File: src/rtl/scan_mux.sv
`default_nettype none
// ============================================================================
// Module      : scan_mux
// Description : N-channel registered selector with manual select (clamped)
//               and auto-scan mode with programmable dwell and hold.
// Revision    : 1.0 - initial release
// ============================================================================
module scan_mux #(
    parameter int CHANNELS = 7,
    parameter int WIDTH    = 1,
    parameter int SEL_W    = 3,
    parameter int DWELL    = 4
) (
    input  logic                      clock,
    input  logic                      resetn,
    input  logic [CHANNELS*WIDTH-1:0] data_in,
    input  logic [SEL_W-1:0]          sel,
    input  logic                      mode,
    input  logic                      hold,
    output logic [WIDTH-1:0]          data_out,
    output logic [SEL_W-1:0]          cur_sel,
    output logic                      out_valid,
    output logic                      wrap
);

    localparam int               c_dw_w       = $clog2(DWELL + 1);
    localparam logic [SEL_W-1:0] c_last_sel   = SEL_W'(CHANNELS - 1);
    localparam logic [c_dw_w-1:0] c_last_dwell = c_dw_w'(DWELL - 1);

    typedef enum logic [1:0] {
        S_IDLE   = 2'd0,
        S_MANUAL = 2'd1,
        S_SCAN   = 2'd2
    } state_t;

    state_t              r_state;
    logic [c_dw_w-1:0]   r_dwell_cnt;

    logic [WIDTH-1:0]    w_chan [CHANNELS];
    logic [SEL_W-1:0]    w_sel_clamp;
    logic [SEL_W-1:0]    w_scan_next;
    logic                w_advance;
    logic [SEL_W-1:0]    w_nxt_sel;

    for (genvar k = 0; k < CHANNELS; k++) begin : g_chan
        assign w_chan[k] = data_in[k*WIDTH +: WIDTH];
    end

    assign w_sel_clamp = (sel > c_last_sel) ? c_last_sel : sel;
    assign w_scan_next = (cur_sel == c_last_sel) ? '0 : cur_sel + SEL_W'(1);
    assign w_advance   = (r_state == S_SCAN) && mode && !hold
                         && (r_dwell_cnt == c_last_dwell);

    // The index cur_sel takes on this edge; data_out is loaded from the same
    // index so the two outputs can never disagree.
    always_comb begin
        w_nxt_sel = cur_sel;
        case (r_state)
            S_IDLE:   w_nxt_sel = mode ? '0 : w_sel_clamp;
            S_MANUAL: w_nxt_sel = mode ? cur_sel : w_sel_clamp;
            S_SCAN: begin
                if (!mode) begin
                    w_nxt_sel = w_sel_clamp;
                end else if (w_advance) begin
                    w_nxt_sel = w_scan_next;
                end
            end
            default:  w_nxt_sel = '0;
        endcase
    end

    always_ff @(posedge clock or negedge resetn) begin
        if (!resetn) begin
            r_state     <= S_IDLE;
            r_dwell_cnt <= '0;
            data_out    <= '0;
            cur_sel     <= '0;
            out_valid   <= 1'b0;
            wrap        <= 1'b0;
        end else begin
            cur_sel   <= w_nxt_sel;
            data_out  <= w_chan[w_nxt_sel];
            out_valid <= 1'b1;
            wrap      <= w_advance && (cur_sel == c_last_sel);
            case (r_state)
                S_IDLE: begin
                    r_state     <= mode ? S_SCAN : S_MANUAL;
                    r_dwell_cnt <= '0;
                end
                S_MANUAL: begin
                    r_state     <= mode ? S_SCAN : S_MANUAL;
                    r_dwell_cnt <= '0;
                end
                S_SCAN: begin
                    if (!mode) begin
                        r_state     <= S_MANUAL;
                        r_dwell_cnt <= '0;
                    end else if (!hold) begin
                        r_dwell_cnt <= w_advance ? '0 : r_dwell_cnt + c_dw_w'(1);
                    end
                end
                default: begin
                    r_state     <= S_IDLE;
                    r_dwell_cnt <= '0;
                end
            endcase
        end
    end

endmodule
`default_nettype wire

File: config.mk
export PLATFORM = sky130hd
export DESIGN_NAME = scan_mux
export DESIGN_NICKNAME = d
export VERILOG_FILES = /design/src/rtl/scan_mux.sv
export SDC_FILE = /design/constraint.sdc
export NUM_CORES = 1
export LEC_CHECK = 0
export ABC_CLOCK_PERIOD_IN_PS = 3100
export BUFFER_PORTS_ARGS = -buffer_cell sky130_fd_sc_hd__buf_2
export CAP_MARGIN = 20
export CORE_UTILIZATION = 48
export CTS_CLUSTER_DIAMETER = 30
export DETAILED_ROUTE_END_ITERATION = 8
export HOLD_SLACK_MARGIN = 0.02
export PLACE_DENSITY = 0.84
export SYNTH_ARGS = -nofsm -noshare
export SYNTH_HDL_FRONTEND = slang
export SYNTH_SLANG_ARGS = --single-unit
File: constraint.sdc
create_clock -name clock -period 3.1 [get_ports clock]
set_clock_uncertainty 0.1 [all_clocks]
set_input_delay 0.155 -clock clock [delete_from_list [all_inputs] [get_ports clock]]
set_output_delay 0.155 -clock clock [all_outputs]
set_load 0.005 [all_outputs]
# Word-level counts from Yosys, hierarchy flattened
# Index checks and enable logic that the tools add are counted.
# word_totals
regBits,11
latch_bits,0
ram_bits,0
rom_bits,0
inputBits,14
output_inout_bits,6
wordCells,41
mem_count,0
# classes
add_sub_neg,2
mul,0
n_div,0
magnitude_cmp,2
n_eq_ne,6
shifts,0
n_mux,17
bitwise_logic,1
n_reduce_logical,7
# op_table
cell,n
3-bit two-way mux,10
3-bit case mux with 3 select lines,1
3-bit by 1-bit adder with 3-bit output (second input constant),2
4-bit >= comparator (second input constant),1
1-bit logical AND,4
2-bit two-way mux,2
3-bit NOT with 4-bit output,1
2-bit case mux with 2 select lines,1
1-bit binary-select mux with 3-bit select,1
3-bit by 2-bit equality test with 1-bit output (second input constant),1
3-bit equality test (second input constant),1
3-bit > comparator (second input constant),1
3-bit != test (second input constant),1
2-bit by 1-bit equality test with 1-bit output (second input constant),1
2-bit equality test (second input constant),1
2-bit logical NOT,1
1-bit two-way mux,2
2-bit != test (second input constant),1
2-bit OR reduction,1
1-bit logical NOT,1

# Longest topological paths before layout
# depth
word_depth,11
depth_mapped,6

# Least setup slack after synthesis
# No wires, ideal clock.
# synth_timing
path_type,flip-flop to flip-flop
start,register r_dwell_cnt[0]
end,register data_out
setup_time_ns,0.138
arrival_ns,2.069
required_time_ns,2.862
slack_ns,0.792
path_stages_with_launch,7
n_path_buf,0
period_less_slack_ns,2.308
cell_sequence,dfrtp_1 ha_1 and4bb_4 a31o_4 a32oi_4 mux2_1 mux4_2
# synth_between
elab_chain_cells,9
# synth_rtl
item,line_no,source
start: declaration,37,logic [c_dw_w-1:0] r_dwell_cnt;
start signal: assignment,99,r_dwell_cnt <= w_advance ? '0 : r_dwell_cnt + c_dw_w'(1);
3-bit by 2-bit equality test with 1-bit output,52,&& (r_dwell_cnt == c_last_dwell);
1-bit logical AND,52,
3-bit two-way mux,64,end else if (w_advance) begin
3-bit two-way mux,62,if (!mode) begin
3-bit case mux with 3 select lines,58,case (r_state)
named net w_nxt_sel[2],43,logic [SEL_W-1:0] w_nxt_sel;
3-bit NOT with 4-bit output (not written as such),82,data_out <= w_chan[w_nxt_sel];
1-bit binary-select mux with 3-bit select,82,
1-bit two-way mux (not written as such) (2 in series),82,
end signal: assignment,82,
end: declaration,20,"output logic [WIDTH-1:0] data_out,"
# The timed path passes the listed nets, and every way through them passes these cells. The select of a mux whose other input is x is not followed.
# A chain may end at the register's enable or synchronous reset.

# Worst setup path after layout
# Same ends and word-level chain as after synthesis.

==> impl_metrics.json <==
{
  "status": "finished clean",
  "syn-cell-area_um2": 636,
  "syn_inst": 60,
  "highest_layer": "met4",
  "muxShareOfSynthArea_pct": 8.86,
  "end_kind": "register",
  "drc": 0,
  "gp_congestion": 0.868,
  "cts_buffers": 3,
  "clkLatencyLatePin_ns": 0.27,
  "antenna_found_initial": 0,
  "synth.top_cell.area_share_pct": 43.3,
  "drive_above_1_share_pct": 34.9,
  "num_vias": 513,
  "dieWidth_um": 38.4,
  "viasPerCell": 5.29,
  "fill_cells": 97,
  "worstPathMaxFanout": 6,
  "drt_iter0_drc": 11,
  "syn_avg_cell_area_um2": 10.6,
  "core_um2": 1170,
  "ys_seq_area_share_pct": 43.3,
  "cts_buffer_depth": 2,
  "final_nets": 99,
  "grt_util_all_layers_pct": 20.2,
  "grt_first_pass_wirelength_mm": 2.00,
  "hpwl_um": 940,
  "numPortBuffers": 19,
  "finalCriticalPeriod_ns": 2.40,
  "met1_length_um": 581,
  "yosys.area_share.adder_pct": 1.97,
  "multi_input_area_um2": 345,
  "final-max-slew-violation-count": 0,
  "min_path_type": "in -> reg",
  "clock-sinks": 11,
  "synth_compound_area_share_pct": 20.5,
  "synth_top_family_by_area": "simple AND/OR/NAND/NOR gates",
  "grt_pass1_vias": 464,
  "cts_root_buf": "clkbuf_4",
  "ys_types": 29,
  "yosysWarnings": 0,
  "drv_cap": 0,
  "rsz0062_at_grt": "no",
  "worstPathRequired_ns": 3.14,
  "post_cts_resized": 0,
  "dieArea_um2": 1470,
  "final-seq-area_um2": 275,
  "setup_viol": 0,
  "layout_commonest_cell": "buf_2",
  "final_cell_mix": "buf_2, dfrtp_1, a21oi_1, nand2_1, nor2_1",
  "synth-xor-area-share_pct": 0,
  "critPathKind": "reg -> reg",
  "pin_count": 20,
  "setup_tns_ns": 0,
  "fp-row-count": 12,
  "fmax_mhz": 416,
  "vdd_drop_max_mv": 0.252,
  "yosys.area_share.simple_pct": 22.4,
  "finalCritPeriodShare_pct": 77.6,
  "wl_per_cell_um": 12.5,
  "p_total_uw": 315,
  "overflow": 0,
  "syn_to_final_growth_pct": 21.7,
  "initial_core_util_pct": 54.3,
  "wl_met3_um": 61,
  "arrival_ns": 2.45,
  "syn_nets": 75,
  "wl_met2_um": 563,
  "cts_tree": "yes",
  "ys_ff_latch": 11,
  "setup.worst_path.start_class": "register",
  "ant_nets": 0,
  "powerDensity_nw_per_um2": 408,
  "synth_area_leaders": "dfrtp_1, a21oi_1, mux2_1",
  "firstDrtPassIters": 4,
  "htree_levels": 1,
  "synth_top_area_cell": "dfrtp_1",
  "path_clk_slew_ns": 0.07,
  "die_y_um": 38.4,
  "grt_max_degree": 12,
  "hold_viol_final": 0,
  "antenna_cells": 0,
  "wl_mm": 1.22,
  "leakagePower_nw": 0.344
}
## worst max-delay path, stage by stage (launching register included)
cell and delay [ns]:
dfrtp_1 0.40, ha_1 0.22, and4bb_4 0.23, a31o_4 0.25, a32oi_4 0.28, mux2_1 0.35
mux4_2 0.45
## per-stage QoR
step	utilization (%)	area, um2	hold slack (ns)	instances	worst slack (ns)
after floorplan	-	636	-0.241	60	0.792
after global placement	62.9	737	-0.0641	92	0.760
after detailed placement	62.9	737	-0.0620	92	0.700
after CTS	66.0	773	0.0760	97	0.683
after global routing	66.0	773	0.101	97	0.608
final	66.0	773	0.0878	97	0.696
## sequential cells by signal, indices dropped and copies added, names as in the netlist
| signal | flops |
|---|---|
| data_out | 1 |
| r_dwell_cnt | 3 |
| r_state | 2 |
| cur_sel | 3 |
| out_valid | 1 |
| wrap | 1 |
## worst paths after layout
| check | start | to | slack (ns) | cells after the start |
|---|---|---|---|---|
| worst max-delay path | r_dwell_cnt[0] | data_out | 0.70 | 6 |
| worst min-delay path | mode | r_state[0] | 0.09 | 2 |
| worst max register to register | r_dwell_cnt[0] | data_out | 0.70 | 6 |
| worst min register to register | r_dwell_cnt[1] | r_dwell_cnt[1] | 0.44 | 2 |
| max in group asynchronous | resetn | out_valid | 2.52 | 2 |
| min in group asynchronous | resetn | data_out | 0.18 | 2 |
## what timing repair did
action	CTS	global route
buffers inserted	0	0
hold buffers	1	0
endpoints found under the hold margin	11	0
## synth_stat cells, drive strengths merged
library cell and n:
o22ai 1, mux2 3, o32ai 1, o211ai 1
inv 1, nand3 1, nor2b 2, and4b 1
conb 1, and2 1, nor3 2, o21ai 2
a211oi 1, nor3b 1, a31o 1, nor2 4
a21oi 9, nand4 1, a32oi 1, nand3b 1
dfrtp 11, ha 1, and4bb 1, mux4 1
nand2 7, and2b 2, buf 1
## cell type report
class                           count  area share, %
Clock buffer                        4           3.40
Multi-Input combinational cell     47           44.7
Timing Repair Buffer               20           13.6
Tap cell                           14           2.27
Inverter                            1          0.485
Sequential cell                    11           35.6
## kinds of logic (layout without fill, tap and decap cells)
group / count (synthesis) / count (layout)
simple gates: 24 / 24
compound gates: 17 / 17
buf+inv: 2 / 25
mux: 4 / 4
other cells: 1 / 1
fa+ha+maj: 1 / 1
flops: 11 / 11
## where the power goes
part | switching [mW] | leakage, nW | internal, mW
logic | 0.0255 | 0.186 | 0.0286
registers | 0.0106 | 0.143 | 0.152
clock network | 0.0489 | 0.0150 | 0.0498
total | 0.0849 | 0.344 | 0.230
## per-layer routing
| metal | global-route usage (%) | up-vias |
|---|---|---|
| met4 | 10.3 | 0 |
| met1 | 27.7 | 226 |
| met3 | 3.49 | 2 |
| met5 | 0 | - |
| met2 | 30.5 | 17 |
| li1 | - | 268 |
(Power assumes the default switching activity.)
